`src/rtl/lcd_pkg.sv`:
```
// rtl/lcd_pkg.sv - geometry, command constants, FSM states and command helper for the LCD scan reader
package lcd_pkg;

    localparam int LCD_W           = 128;
    localparam int LCD_H           = 128;
    localparam int PAGES           = 16;
    localparam int BYTES_PER_FRAME = PAGES * (3 + LCD_W);

    localparam logic [7:0] CMD_PAGE   = 8'hB0;
    localparam logic [7:0] CMD_COL_LO = 8'h00;
    localparam logic [7:0] CMD_COL_HI = 8'h10;

    typedef enum logic [2:0] {
        ST_IDLE,
        ST_CMD,
        ST_FETCH,
        ST_SHIFT,
        ST_NEXT,
        ST_DONE
    } lcd_state_e;

    function automatic logic [7:0] cmd_byte(input logic [1:0] idx, input logic [3:0] page);
        case (idx)
            2'd0:    return CMD_PAGE | {4'b0000, page};
            2'd1:    return CMD_COL_LO;
            default: return CMD_COL_HI;
        endcase
    endfunction

endpackage

```
`src/rtl/spi_byte_tx.sv`:
```
// rtl/spi_byte_tx.sv - write-only SPI mode 0 byte shifter, MSB first, with DC held for the byte
module spi_byte_tx #(
    parameter int CLK_DIV = 4
) (
    input  logic       clk,
    input  logic       rst_n,
    input  logic       load,
    input  logic [7:0] byte_in,
    input  logic       dc_in,
    output logic       lcd_sclk,
    output logic       lcd_mosi,
    output logic       lcd_dc,
    output logic       byte_done
);

    localparam logic [7:0] DIV_LAST = 8'(CLK_DIV - 1);

    logic [7:0] shreg_q, shreg_d;
    logic [7:0] cnt_q, cnt_d;
    logic [2:0] bit_q, bit_d;
    logic       active_q, active_d;
    logic       sclk_q, sclk_d;
    logic       mosi_q, mosi_d;
    logic       dc_q, dc_d;
    logic       phase_end;

    assign phase_end = (cnt_q == DIV_LAST);
    assign byte_done = active_q && sclk_q && phase_end && (bit_q == 3'd0);

    always_comb begin
        shreg_d  = shreg_q;
        cnt_d    = cnt_q;
        bit_d    = bit_q;
        active_d = active_q;
        sclk_d   = sclk_q;
        mosi_d   = mosi_q;
        dc_d     = dc_q;
        if (load) begin
            shreg_d  = byte_in;
            dc_d     = dc_in;
            mosi_d   = byte_in[7];
            sclk_d   = 1'b0;
            cnt_d    = 8'd0;
            bit_d    = 3'd7;
            active_d = 1'b1;
        end else if (active_q) begin
            if (phase_end) begin
                cnt_d = 8'd0;
                if (!sclk_q) begin
                    sclk_d = 1'b1;
                end else begin
                    // falling edge: next bit goes out while SCLK is low
                    sclk_d = 1'b0;
                    if (bit_q == 3'd0) begin
                        active_d = 1'b0;
                    end else begin
                        bit_d  = bit_q - 3'd1;
                        mosi_d = shreg_q[bit_q - 3'd1];
                    end
                end
            end else begin
                cnt_d = cnt_q + 8'd1;
            end
        end
    end

    always_ff @(posedge clk or negedge rst_n) begin
        if (!rst_n) begin
            shreg_q  <= 8'h00;
            cnt_q    <= 8'd0;
            bit_q    <= 3'd0;
            active_q <= 1'b0;
            sclk_q   <= 1'b0;
            mosi_q   <= 1'b0;
            dc_q     <= 1'b0;
        end else begin
            shreg_q  <= shreg_d;
            cnt_q    <= cnt_d;
            bit_q    <= bit_d;
            active_q <= active_d;
            sclk_q   <= sclk_d;
            mosi_q   <= mosi_d;
            dc_q     <= dc_d;
        end
    end

    assign lcd_sclk = sclk_q;
    assign lcd_mosi = mosi_q;
    assign lcd_dc   = dc_q;

endmodule

```
`src/rtl/lcd_scan_reader.sv`:
```
// rtl/lcd_scan_reader.sv - sweeps the frame buffer into page bytes and streams each frame to the LCD
module lcd_scan_reader #(
    parameter int CLK_DIV = 4
) (
    input  logic        clk,
    input  logic        rst_n,
    input  logic        start,
    input  logic        auto_refresh,
    output logic        rd_en,
    output logic [13:0] rd_addr,
    input  logic        rd_data,
    output logic        lcd_sclk,
    output logic        lcd_mosi,
    output logic        lcd_cs_n,
    output logic        lcd_dc,
    output logic        busy,
    output logic        frame_done
);

    import lcd_pkg::*;

    localparam logic [6:0] COL_LAST   = 7'(LCD_W - 1);
    localparam logic [3:0] PAGE_LAST  = 4'(PAGES - 1);
    localparam logic [1:0] DATA_PHASE = 2'd3;

    lcd_state_e  state_q, state_d;
    logic [3:0]  page_q, page_d;
    logic [6:0]  col_q, col_d;
    logic [2:0]  bit_idx_q, bit_idx_d;
    logic        fetch_last_q, fetch_last_d;
    logic [1:0]  cmd_idx_q, cmd_idx_d;
    logic [7:0]  pix_q, pix_d;
    logic        auto_arm_q, auto_arm_d;
    logic        rd_en_q, rd_en_d;
    logic [13:0] rd_addr_q, rd_addr_d;
    logic        cs_n_q, cs_n_d;
    logic        busy_q, busy_d;
    logic        frame_done_q, frame_done_d;

    logic        tx_load;
    logic [7:0]  tx_byte;
    logic        tx_dc;
    logic        tx_done;

    always_comb begin
        state_d      = state_q;
        page_d       = page_q;
        col_d        = col_q;
        bit_idx_d    = bit_idx_q;
        fetch_last_d = fetch_last_q;
        cmd_idx_d    = cmd_idx_q;
        pix_d        = pix_q;
        auto_arm_d   = auto_arm_q;
        cs_n_d       = cs_n_q;
        busy_d       = busy_q;
        frame_done_d = 1'b0;
        tx_load      = 1'b0;
        tx_byte      = cmd_byte(cmd_idx_q, page_q);
        tx_dc        = 1'b0;

        case (state_q)
            ST_IDLE: begin
                // auto_refresh only re-arms in the cycle right after a finished frame
                if (start || (auto_arm_q && auto_refresh)) begin
                    state_d      = ST_CMD;
                    cs_n_d       = 1'b0;
                    busy_d       = 1'b1;
                    page_d       = 4'd0;
                    col_d        = 7'd0;
                    bit_idx_d    = 3'd0;
                    fetch_last_d = 1'b0;
                    cmd_idx_d    = 2'd0;
                end
                auto_arm_d = 1'b0;
            end
            ST_CMD: begin
                tx_load = 1'b1;
                state_d = ST_SHIFT;
            end
            ST_FETCH: begin
                // read issued in cycle k returns in cycle k+1; bit 7 lands on top
                if ((bit_idx_q != 3'd0) || fetch_last_q) begin
                    pix_d = {rd_data, pix_q[7:1]};
                end
                if (fetch_last_q) begin
                    tx_load      = 1'b1;
                    tx_byte      = {rd_data, pix_q[7:1]};
                    tx_dc        = 1'b1;
                    fetch_last_d = 1'b0;
                    state_d      = ST_SHIFT;
                end else if (bit_idx_q == 3'd7) begin
                    bit_idx_d    = 3'd0;
                    fetch_last_d = 1'b1;
                end else begin
                    bit_idx_d = bit_idx_q + 3'd1;
                end
            end
            ST_SHIFT: begin
                if (tx_done) begin
                    state_d = ST_NEXT;
                end
            end
            ST_NEXT: begin
                if (cmd_idx_q != DATA_PHASE) begin
                    cmd_idx_d = cmd_idx_q + 2'd1;
                    state_d   = (cmd_idx_q == 2'd2) ? ST_FETCH : ST_CMD;
                end else if (col_q != COL_LAST) begin
                    col_d   = col_q + 7'd1;
                    state_d = ST_FETCH;
                end else begin
                    col_d = 7'd0;
                    if (page_q != PAGE_LAST) begin
                        page_d    = page_q + 4'd1;
                        cmd_idx_d = 2'd0;
                        state_d   = ST_CMD;
                    end else begin
                        state_d      = ST_DONE;
                        cs_n_d       = 1'b1;
                        busy_d       = 1'b0;
                        frame_done_d = 1'b1;
                        auto_arm_d   = 1'b1;
                    end
                end
            end
            ST_DONE: begin
                state_d = ST_IDLE;
            end
            default: begin
                state_d = ST_IDLE;
            end
        endcase

        rd_en_d   = (state_d == ST_FETCH) && !fetch_last_d;
        rd_addr_d = rd_en_d ? {page_d, bit_idx_d, col_d} : rd_addr_q;
    end

    always_ff @(posedge clk or negedge rst_n) begin
        if (!rst_n) begin
            state_q      <= ST_IDLE;
            page_q       <= 4'd0;
            col_q        <= 7'd0;
            bit_idx_q    <= 3'd0;
            fetch_last_q <= 1'b0;
            cmd_idx_q    <= 2'd0;
            pix_q        <= 8'h00;
            auto_arm_q   <= 1'b0;
            rd_en_q      <= 1'b0;
            rd_addr_q    <= 14'd0;
            cs_n_q       <= 1'b1;
            busy_q       <= 1'b0;
            frame_done_q <= 1'b0;
        end else begin
            state_q      <= state_d;
            page_q       <= page_d;
            col_q        <= col_d;
            bit_idx_q    <= bit_idx_d;
            fetch_last_q <= fetch_last_d;
            cmd_idx_q    <= cmd_idx_d;
            pix_q        <= pix_d;
            auto_arm_q   <= auto_arm_d;
            rd_en_q      <= rd_en_d;
            rd_addr_q    <= rd_addr_d;
            cs_n_q       <= cs_n_d;
            busy_q       <= busy_d;
            frame_done_q <= frame_done_d;
        end
    end

    spi_byte_tx #(
        .CLK_DIV (CLK_DIV)
    ) u_tx (
        .clk       (clk),
        .rst_n     (rst_n),
        .load      (tx_load),
        .byte_in   (tx_byte),
        .dc_in     (tx_dc),
        .lcd_sclk  (lcd_sclk),
        .lcd_mosi  (lcd_mosi),
        .lcd_dc    (lcd_dc),
        .byte_done (tx_done)
    );

    assign rd_en      = rd_en_q;
    assign rd_addr    = rd_addr_q;
    assign lcd_cs_n   = cs_n_q;
    assign busy       = busy_q;
    assign frame_done = frame_done_q;

endmodule

```
`config.mk`:
```
export PLATFORM = sky130hd
export DESIGN_NAME = lcd_scan_reader
export DESIGN_NICKNAME = d
export VERILOG_FILES = /design/src/rtl/lcd_pkg.sv /design/src/rtl/spi_byte_tx.sv /design/src/rtl/lcd_scan_reader.sv
export SDC_FILE = /design/constraint.sdc
export NUM_CORES = 1
export LEC_CHECK = 0
export ABC_AREA = 1
export BUFFER_PORTS_ARGS = -buffer_cell sky130_fd_sc_hd__buf_2
export CAP_MARGIN = 20
export CORE_MARGIN = 1.5
export CORE_UTILIZATION = 45
export CTS_BUF_LIST = sky130_fd_sc_hd__clkbuf_4 sky130_fd_sc_hd__clkbuf_8 sky130_fd_sc_hd__clkbuf_16
export CTS_CLUSTER_DIAMETER = 80
export DETAILED_ROUTE_END_ITERATION = 8
export PLACE_DENSITY_LB_ADDON = 0.08
export SYNTH_ARGS = -nofsm -noshare
export SYNTH_HDL_FRONTEND = slang
export SYNTH_SLANG_ARGS = --single-unit
```
`constraint.sdc`:
```
create_clock -name clk -period 5.4 [get_ports clk]
set_input_delay 0.54 -clock clk [delete_from_list [all_inputs] [get_ports clk]]
set_output_delay 0.54 -clock clk [all_outputs]
set_load 0.01 [all_outputs]
```
==> results of run 1 <==
## registers in the layout (all words and copies together), names as in the netlist
name and count:
rd_addr 14, u_tx.cnt_q 8, u_tx.shreg_q 8, col_q 7
pix_q 7, page_q 4, bit_idx_q 3, state_q 3
u_tx.bit_q 3, cmd_idx_q 2, auto_arm_q 1, busy 1
fetch_last_q 1, frame_done 1, lcd_cs_n 1, rd_en 1
u_tx.active_q 1, u_tx.lcd_dc 1, u_tx.lcd_mosi 1, u_tx.lcd_sclk 1
## where the power goes
group          total [mW]  leakage (nW)  switching (mW)  internal [mW]
clock               0.378        0.0880           0.200          0.177
sequential          0.517         0.865        0.000178          0.517
combinational      0.0147          1.14          0.0118        0.00287
total               0.909          2.10           0.212          0.697
## metal layers
metal | part of all wire (%) | GRT usage (%) | vias up
met4 | 1.1 | 7.32 | 0
li1 | - | - | 1473
met2 | 46 | 32.0 | 36
met5 | 0 | 0 | -
met1 | 50 | 27.4 | 1378
met3 | 2.2 | 3.33 | 7
## cell usage in the layout, fill, tap and decap left out, types with 5 or more instances in the layout
cell type,netlist,final
nand3_1,39,39
dfrtp_1,68,68
a21oi_1,10,10
o21ai_0,23,23
ha_1,13,13
nand2_1,129,129
o211ai_1,7,7
inv_1,50,50
buf_2,4,25
nand3_2,9,9
nand4_1,8,8
nor2_2,5,5
clkbuf_8,0,10
nor2_1,25,25
inv_2,5,5
## worst register-to-register path: cells and delay by family, from the launching register on
family | cells | cell delay, ns
AND/OR/NAND/NOR | 6 | 1.05
adder cells (fa/ha/maj) | 1 | 0.56
flip-flops | 1 | 0.41
## logic make-up (layout without fill, tap and decap cells)
group                      Yosys count  after routing
xor gates and xnor gates             3              3
DFF                                 69             69
adders and majority gates           13             13
AOI/OAI and AO/OA                   55             55
and+or+nand+nor                    231            231
buffers and inverters               67             98
muxes                                1              1
## cell type report
class | instances | area (um^2)
Fill cell | 779 | 3760
Sequential cell | 69 | 1730
Multi-Input combinational cell | 303 | 1630
Inverter | 56 | 210
Clock buffer | 10 | 138
Timing Repair Buffer | 26 | 133
Tap cell | 102 | 128
Clock inverter | 6 | 38.8
## final timing paths
path                       slack [ns]    startpoint             to  cells past startpoint
hold / removal                   0.39         rst_n  u_tx.cnt_q[5]                      2
min in group clk                 0.47    rd_addr[2]     rd_addr[2]                      2
setup reg to reg                 3.27  cmd_idx_q[0]    rd_addr[13]                      7
hold reg to reg                  0.47    rd_addr[2]     rd_addr[2]                      2
max in group asynchronous        4.42         rst_n     rd_addr[0]                      2
setup / recovery                 3.27  cmd_idx_q[0]    rd_addr[13]                      7
## cell usage after synthesis (all sizes together), types with 2 or more instances
master / count / area (um^2)
nand2: 133 / 514
dfrtp: 68 / 1700
inv: 55 / 206
nand3: 49 / 303
nor2: 34 / 179
o21ai: 23 / 115
ha: 13 / 163
a21oi: 10 / 50.1
buf: 8 / 65.1
nand4: 8 / 50.1
o211ai: 7 / 52.6
a211oi: 3 / 27.5
clkbuf: 3 / 11.3
o221ai: 3 / 26.3
or2: 3 / 18.8
nand3b: 2 / 15.0
o21a: 2 / 15.0
o21bai: 2 / 15.0
xnor2: 2 / 17.5
## through the flow
step / worst slack, ns / hold slack (ns) / total power [mW]
finish: 3.27 / 0.390 / 0.909
global route: 3.07 / 0.489 / 0.948
CTS: 3.26 / 0.430 / 0.923
detailed placement: 3.27 / 0.453 / 0.543
global placement: 3.29 / 0.451 / 0.543
floorplan: 3.64 / 0.244 / 0.530
==> impl_metrics.csv, run 1 <==
group,metric,value,unit
timing,setup_tns,0,ns
power_and_ir_drop,p_leak,2.10,nW
drt,post-route-drc-count,0,
grt,track_usage,20.0,%
layout,final_util,51.5,%
yosys,syn_inst,439,
timing,rsz0062_at_grt,"false",
floorplan,start_util,46.9,%
critical_path,crit_type,"reg2reg",
drt,drtIter0Drc,189,
layout,stdcell_area,4000,um^2
yosys,async_flop_share,100,%
yosys,synth-main-ff-cell,"dfrtp_1",
layout,syn2layout_area_growth,9.89,%
drt,wl_per_cell,13.4,um
placement,place.port_buffers,25,
clock_network,post_cts_buffers,0,
critical_path,crit_family,"simple AND/OR/NAND/NOR gates",
power_and_ir_drop,ir_drop,160,uV
yosys,ys_ff_latch,69,
placement,dpl_cell_area,3830,um^2
clock_network,cts.repair.resized,0,
critical_path,cp-end-kind,"flip-flop",
layout,fin_cells,572,
floorplan,core-area,7770,um^2
yosys,ys_seq_area_share,47.4,%
yosys,synth_fa_ha_area_share,4.46,%
clock_network,h-tree-depth,3,
yosys,synth_area,3640,um^2
drt,firstDrtPassIters,4,
yosys,yosys_warnings,0,
timing,fin_crit,2.13,ns
timing,clock.fmax,470,MHz
timing,setup_viol,0,
critical_path,path_cells,"ha_1, or2_2, nand3_2, nand3_4, nand3_2, nand2_1, nand2_1",
clock_network,clkTransAtPathRegs,0.08,ns
timing,hold_violations,0,
clock_network,clk_latency,0.34,ns
yosys,synth_edf_count,0,
timing,slew_headroom,41.3,%
yosys,synth_xor_area_share,0.721,%
timing,skew,0.0114,ns
yosys,syn-num-nets,457,
critical_path,start_kind,"flip-flop",
floorplan,die_area,8650,um^2
placement,hpwl,5470,um
drt,num_vias,2894,
yosys,synthSimpleGateAreaFrac,29.9,%
drt,viasPerCell,5.06,
placement,dp.cells,556,
grt,grt_first_pass_wirelength,13600,um
clock_network,numClockSinks,69,
timing,maxSlewViolCount,0,
placement,globalplace.congestion,0.868,
worst_hold_path,hp-class,"in2async",
critical_path,cp.arrival,2.36,ns
clock_network,clk_path_buf_depth,2,
run_status,status,"complete, no violations",
job,cap_viol_max_count,0,
yosys,synthMuxAreaShare,0.309,%
timing,fin_crit_sh,39.4,%
layout,drive_gt1_share,16.2,%
layout,antenna_cells,0,
yosys,synth-compound-area-share,9.27,%
drt,routed_wl,7640,um
clock_network,numCtsBuffers,9,
clock_network,cts_root_buf,"clkbuf_8",
critical_path,worst-path-buf-inv,0,
grt,antenna_found_initial,0,
grt,overflow,0,
critical_path,cp_slowest_stage_delay,0.56,ns
floorplan,rows,32,
critical_path,crit_required,5.63,ns
clock_network,tritoncts,"done",
critical_path,cp_slowest_cell,"ha_1",
grt,grt_pass1_vias,2912,
clock_network,ctsHoldBuffers,0,
layout,final_nets,483,
yosys,synth.distinct_cells,40,
floorplan,die_h,93.0,um
yosys,syn_area_per_cell,8.30,um^2
grt,grt_max_degree,70,
timing,worst_slew_pin_slew,0.880,ns
critical_path,crit_fanout,17,
power_and_ir_drop,p_per_area,227,nW/um^2
drt,antenna_left,0,
floorplan,die_x,93.0,um
floorplan,pin_count,26,
yosys,synth_top_family_by_area,"simple AND/OR/NAND/NOR gates",
Note: power is estimated with default switching activity, not from simulation.
==> run 2, diff against run 1 <==
- ABC_AREA: 1 -> 0
- clock period: 5.4 -> 2.2 ns (I/O delays scaled with it)
==> run 2 against run 1 <==
- core utilization grew 3.1 points
- synthesized area fell by 4.6%
- non-clock buffer count rose by 12
- final area rose by 0.59%
- sequential share of layout area fell by 0.25 points
- fmax rose by 7.0%
- clock power rose to 3.5 times the previous value
- worst setup slack worse by 3.1 ns
- first-iteration DRC count is 33% lower
- wire length shrank 11%
- global-route usage fell by 2.2 points
==> impl_metrics.csv, run 2 <==
group,metric,value,unit
yosys,synth-compound-area-share,13.3,%
critical_path,cp_slowest_cell,"or4_4",
yosys,yosys.area.top_type,"dfrtp_1",
placement,place.port_buffers,25,
drt,post-route-drc-count,0,
layout,drive_gt1_share,25.7,%
clock_network,clk_path_buf_depth,2,
timing,fin_crit_sh,90.4,%
floorplan,die_h,90.9,um
critical_path,cp-end-kind,"flip-flop",
yosys,syn-num-nets,330,
power_and_ir_drop,p_sw_share,20.2,%
yosys,synth.distinct_cells,57,
power_and_ir_drop,comb_power_share,1.6,%
drt,antenna_left,0,
drt,num_vias,2457,
critical_path,start_kind,"flip-flop",
power_and_ir_drop,p_per_area,653,nW/um^2
power_and_ir_drop,p_leak,1.97,nW
timing,skew,0.0145,ns
placement,dpl_cell_area,3750,um^2
job,cap_viol_max_count,0,
critical_path,path_cells,"or4_4, nor3_4, and4_1, and3_1, o21ai_1",
layout,antenna_cells,0,
clock_network,clk_latency,0.35,ns
grt,grt_first_pass_wirelength,11700,um
yosys,synth_fa_ha_area_share,4.68,%
clock_network,tritoncts,"done",
clock_network,clkTransAtPathRegs,0.08,ns
critical_path,regToRegEndpoint,"state_q[1]",
clock_network,h-tree-depth,3,
yosys,yosys_warnings,0,
clock_network,numCtsBuffers,9,
yosys,synth_common_cells,"dfrtp_1, nand2_1, o21ai_0",
layout,final_common_cell,"dfrtp_1",
drt,drtIter0Drc,126,
yosys,synthMuxAreaShare,10.6,%
grt,track_usage,17.9,%
worst_hold_path,hp-start,"rd_data",
placement,globalplace.congestion,0.781,
layout,final_nets,367,
critical_path,worst-path-buf-inv,0,
clock_network,post_cts_buffers,0,
floorplan,core-area,7370,um^2
yosys,syn_inst,312,
timing,hold_violations,0,
critical_path,cp.arrival,2.21,ns
yosys,yosys-top-cells-area,"dfrtp_1, ha_1, mux2_2, mux2_4, o21ai_0",
clock_network,cts_root_buf,"clkbuf_8",
timing,setup_tns,0,ns
timing,maxSlewViolCount,0,
floorplan,die_area,8260,um^2
worst_hold_path,min_delay_worst_endpoint,"pix_q[7]",
power_and_ir_drop,p_seq_share,48.4,%
clock_network,numClockSinks,69,
layout,syn2layout_area_growth,15.9,%
run_status,status,"complete, no violations",
timing,slew_headroom,57.9,%
yosys,ys_seq_area_share,49.7,%
layout,fill_cells,669,
power_and_ir_drop,p_clk_share,50.0,%
yosys,yosysMostFrequentCell,"dfrtp_1",
grt,antenna_found_initial,0,
layout,final_cell_mix,"dfrtp_1, nand2_1, buf_2",
drt,viasPerCell,5.42,
drt,routed_wl,6780,um
grt,overflow,0,
timing,setup_viol,0,
floorplan,pin_count,26,
yosys,synth_top_cell_area_share,49.0,%
timing,worst_slew_pin_slew,0.632,ns
yosys,synth_top_family_by_area,"simple AND/OR/NAND/NOR gates",
grt,grt_pass1_vias,2434,
yosys,synthSimpleGateAreaFrac,16.9,%
critical_path,reg2reg_slack,0.21,ns
worst_hold_path,min_path_cells,2,
critical_path,crit_required,2.42,ns
layout,stdcell_area,4030,um^2
worst_hold_path,hp-class,"in2reg",
critical_path,rr_startpoint,"u_tx.cnt_q[4]",
critical_path,reg2reg_depth,5,
layout,largest_register_ffs,14,
power_and_ir_drop,power_switching,0.532,mW
yosys,synth_xor_area_share,1.26,%
yosys,async_flop_share,100,%
critical_path,cp_slowest_stage_delay,0.55,ns
drt,wl_per_cell,15.0,um
yosys,synth_area,3470,um^2
power_and_ir_drop,intPower,2.10,mW
floorplan,rows,31,
power_and_ir_drop,ir_drop,481,uV
yosys,synth_edf_count,0,
yosys,syn_area_per_cell,11.1,um^2
critical_path,crit_family,"simple AND/OR/NAND/NOR gates",
drt,firstDrtPassIters,4,
grt,grt_max_degree,45,
timing,fin_crit,1.99,ns
power_and_ir_drop,power.total,2.63,mW
floorplan,start_util,47.1,%
yosys,ys_ff_latch,69,
floorplan,die_x,90.9,um
timing,clock.fmax,503,MHz
placement,hpwl,4740,um
critical_path,crit_fanout,10,
yosys,synth-main-ff-cell,"dfrtp_1",
timing,rsz0062_at_grt,"false",
critical_path,crit_type,"reg2reg",
-- run 2: cell count changes after synthesis, moves of 5 or more --
cell | previous run | this run
nor2_2 | 5 | 0
nor2_1 | 25 | 18
nand3_1 | 39 | 13
nor3_1 | 1 | 8
nand2_1 | 129 | 29
mux2_4 | 0 | 9
inv_1 | 50 | 11
inv_2 | 5 | 0
mux2_2 | 1 | 13
and3_1 | 1 | 11
o211ai_1 | 7 | 2
nand3_2 | 9 | 0
-- run 2: cell type report --
class,instances,area [um^2],area share [%]
clock buffer,11,151,3.76
clock inverter,5,106,2.64
inverter,11,41.3,1.03
multi-input combinational,220,1630,40.4
sequential,69,1730,42.9
tap,99,124,3.08
timing repair buffer,38,250,6.21
-- run 2: worst max path at each step --
stage	cells after the start	to	from
6_report	5	state_q[1]	u_tx.cnt_q[4]
5_1_grt	7	rd_addr[13]	col_q[0]
4_1_cts	7	rd_addr[13]	col_q[0]
3_5_place_dp	5	state_q[1]	u_tx.cnt_q[4]
3_3_place_gp	7	rd_addr[13]	col_q[0]
2_1_floorplan	7	rd_addr[10]	col_q[0]
-- run 2: logic make-up (layout without fill, tap and decap cells) --
family	after synthesis	count (layout)
muxes	28	28
buffers and inverters	23	65
and+or+nand+nor	105	105
adders and majority gates	13	13
AOI/OAI and AO/OA	69	69
DFF	69	69
xor gates and xnor gates	5	5
-- run 2: metrics by stage --
step	hold WS, ns	setup slack [ns]	instances	util, %
finish	0.139	0.210	453	54.7
global route	0.121	0.0823	453	54.7
CTS	0.132	0.212	453	54.6
detailed placement	0.269	0.247	436	50.9
global placement	0.269	0.229	436	50.9
floorplan	-0.0756	0.251	312	-
-- run 2: repair_timing --
item | 4_1_cts | 5_1_grt
hold buffers | 1 | 0
hold endpoints to repair | 25 | 0
gates resized for setup | 0 | 1
setup endpoints to repair | 0 | 1
-- run 2: power groups by stage --
stage	Combinational [mW]	Clock, mW	Sequential [mW]
after detailed placement	0.0421	0	1.30
after global routing	0.0481	1.40	1.27
after global placement	0.0421	0	1.30
after CTS	0.0434	1.34	1.27
final	0.0409	1.32	1.27
after floorplan	0.00469	0	1.30
-- run 2: routing by layer --
| metal | share of wire [%] | vias up | GRT usage, % |
|---|---|---|---|
| li1 | - | 1209 | - |
| met1 | 48 | 1204 | 23.5 |
| met2 | 48 | 39 | 28.6 |
| met3 | 3.0 | 5 | 5.81 |
| met4 | 0.83 | 0 | 4.30 |
| met5 | 0 | - | 0 |
==> run 3, diff against run 2 <==
- BUFFER_PORTS_ARGS: -buffer_cell sky130_fd_sc_hd__buf_2 -> -buffer_cell sky130_fd_sc_hd__clkbuf_2
==> run 3 against run 2 <==
- clock power shrank 14%
- power down 6.5%
- global-route usage shrank 0.16 points
- via count is 0.37% higher
- cell count stayed put
- wire length down 1.2%
- combinational power is 10% higher
- largest cell class unchanged
- largest power group is now registers
==> impl_metrics.csv, run 3 (synthesis results as in run 2) <==
group,metric,value,unit
run_status,status,"complete, no violations",
placement,hpwl,4870,um
drt,post-route-drc-count,0,
critical_path,start_kind,"flip-flop",
clock_network,tritoncts,"done",
timing,worst_slew_pin_slew,0.573,ns
critical_path,path_cells,"ha_1, and4_1, nand2_1, buf_4, nor4b_1, a211oi_1, mux2_4",
timing,hold_violations,0,
clock_network,clk_latency,0.33,ns
placement,dpl_cell_area,3770,um^2
critical_path,cp_slowest_cell,"dfrtp_1",
clock_network,ctsHoldBuffers,1,
critical_path,cp-end-kind,"flip-flop",
layout,syn2layout_area_growth,15.1,%
critical_path,crit_family,"simple AND/OR/NAND/NOR gates",
drt,viasPerCell,5.44,
timing,setup_tns,0,ns
worst_hold_path,min_path_cells,2,
timing,maxSlewViolCount,0,
critical_path,cp.arrival,2.19,ns
drt,wl_per_cell,14.8,um
drt,firstDrtPassIters,4,
grt,antenna_found_initial,0,
layout,drive_gt1_share,25.4,%
timing,rsz0062_at_grt,"false",
job,cap_viol_max_count,0,
grt,grt_pass1_vias,2457,
layout,final_nets,367,
layout,stdcell_area,4000,um^2
power_and_ir_drop,ir_drop,302,uV
placement,dp.cells,436,
floorplan,die_area,8260,um^2
clock_network,post_cts_buffers,0,
power_and_ir_drop,p_per_area,614,nW/um^2
layout,final_util,54.3,%
clock_network,clk_path_buf_depth,2,
layout,final_cell_mix,"dfrtp_1, nand2_1, clkbuf_2",
timing,worst_slack,0.231,ns
clock_network,numCtsBuffers,9,
timing,setup_viol,0,
critical_path,crit_type,"reg2reg",
grt,grt_first_pass_wirelength,11700,um
power_and_ir_drop,p_leak,1.95,nW
worst_hold_path,min_delay_worst_endpoint,"pix_q[7]",
grt,overflow,0,
clock_network,cts.repair.resized,0,
floorplan,core-area,7370,um^2
floorplan,rows,31,
floorplan,die_h,90.9,um
critical_path,crit_required,2.42,ns
layout,antenna_cells,0,
drt,drtIter0Drc,112,
drt,routed_wl,6700,um
placement,globalplace.congestion,0.791,
critical_path,reg2reg_slack,0.23,ns
critical_path,crit_fanout,7,
worst_hold_path,hp-class,"in2reg",
critical_path,reg2reg_depth,7,
clock_network,h-tree-depth,3,
clock_network,numClockSinks,69,
drt,antenna_left,0,
timing,fin_crit_sh,89.5,%
critical_path,rr_startpoint,"col_q[0]",
timing,skew,0.00802,ns
clock_network,clkTransAtPathRegs,0.07,ns
placement,place.port_buffers,25,
worst_hold_path,hp-start,"rd_data",
timing,clock.fmax,508,MHz
clock_network,cts_root_buf,"clkbuf_8",
critical_path,worst-path-buf-inv,1,
timing,fin_crit,1.97,ns
layout,final_common_cell,"dfrtp_1",
drt,num_vias,2466,
floorplan,pin_count,26,
grt,track_usage,17.7,%
layout,largest_register_ffs,14,
critical_path,cp_slowest_stage_delay,0.39,ns
floorplan,start_util,47.1,%
layout,fin_cells,453,
floorplan,die_x,90.9,um
critical_path,regToRegEndpoint,"rd_addr[13]",
placement,dp_slack,0.256,ns
grt,grt_max_degree,29,
timing,slew_headroom,61.8,%
-- run 3: per-layer routing --
layer / vias to the layer above / wire length, um / track usage [%]
li1: 1214 / - / -
met1: 1202 / 3190 / 23.7
met2: 42 / 3220 / 28.5
met3: 8 / 204 / 2.95
met4: 0 / 83 / 7.29
met5: - / 0 / 0
-- run 3: cell type report --
type / count / area, um^2
Timing Repair Buffer: 38 / 263
Multi-Input combinational cell: 220 / 1620
Clock inverter: 6 / 86.3
Clock buffer: 10 / 138
Inverter: 11 / 41.3
Sequential cell: 69 / 1730
Fill cell: 674 / 3370
Tap cell: 99 / 124
-- run 3: through the flow --
| stage | hold WS, ns | power [mW] |
|---|---|---|
| final | 0.166 | 2.46 |
| after global routing | 0.166 | 2.55 |
| after CTS | 0.150 | 2.50 |
| after detailed placement | 0.246 | 1.34 |
| after global placement | 0.242 | 1.34 |
| after floorplan | -0.0756 | 1.30 |
-- run 3: how the worst max path moves through the flow --
stage / from / end / slack (ns) / cells after the start
detailed placement: bit_idx_q[0] / rd_addr[1] / 0.26 / 7
finish: col_q[0] / rd_addr[13] / 0.23 / 7
global route: col_q[0] / rd_addr[13] / 0.05 / 7
global placement: col_q[0] / rd_addr[13] / 0.24 / 7
CTS: col_q[0] / rd_addr[13] / 0.22 / 7
floorplan: col_q[0] / rd_addr[10] / 0.25 / 7
-- run 3: power breakdown --
group	leakage [nW]	switching, mW	internal [mW]
combinational	0.956	0.0314	0.0136
clock	0.112	0.472	0.667
sequential	0.878	0.00309	1.27
total	1.95	0.506	1.95
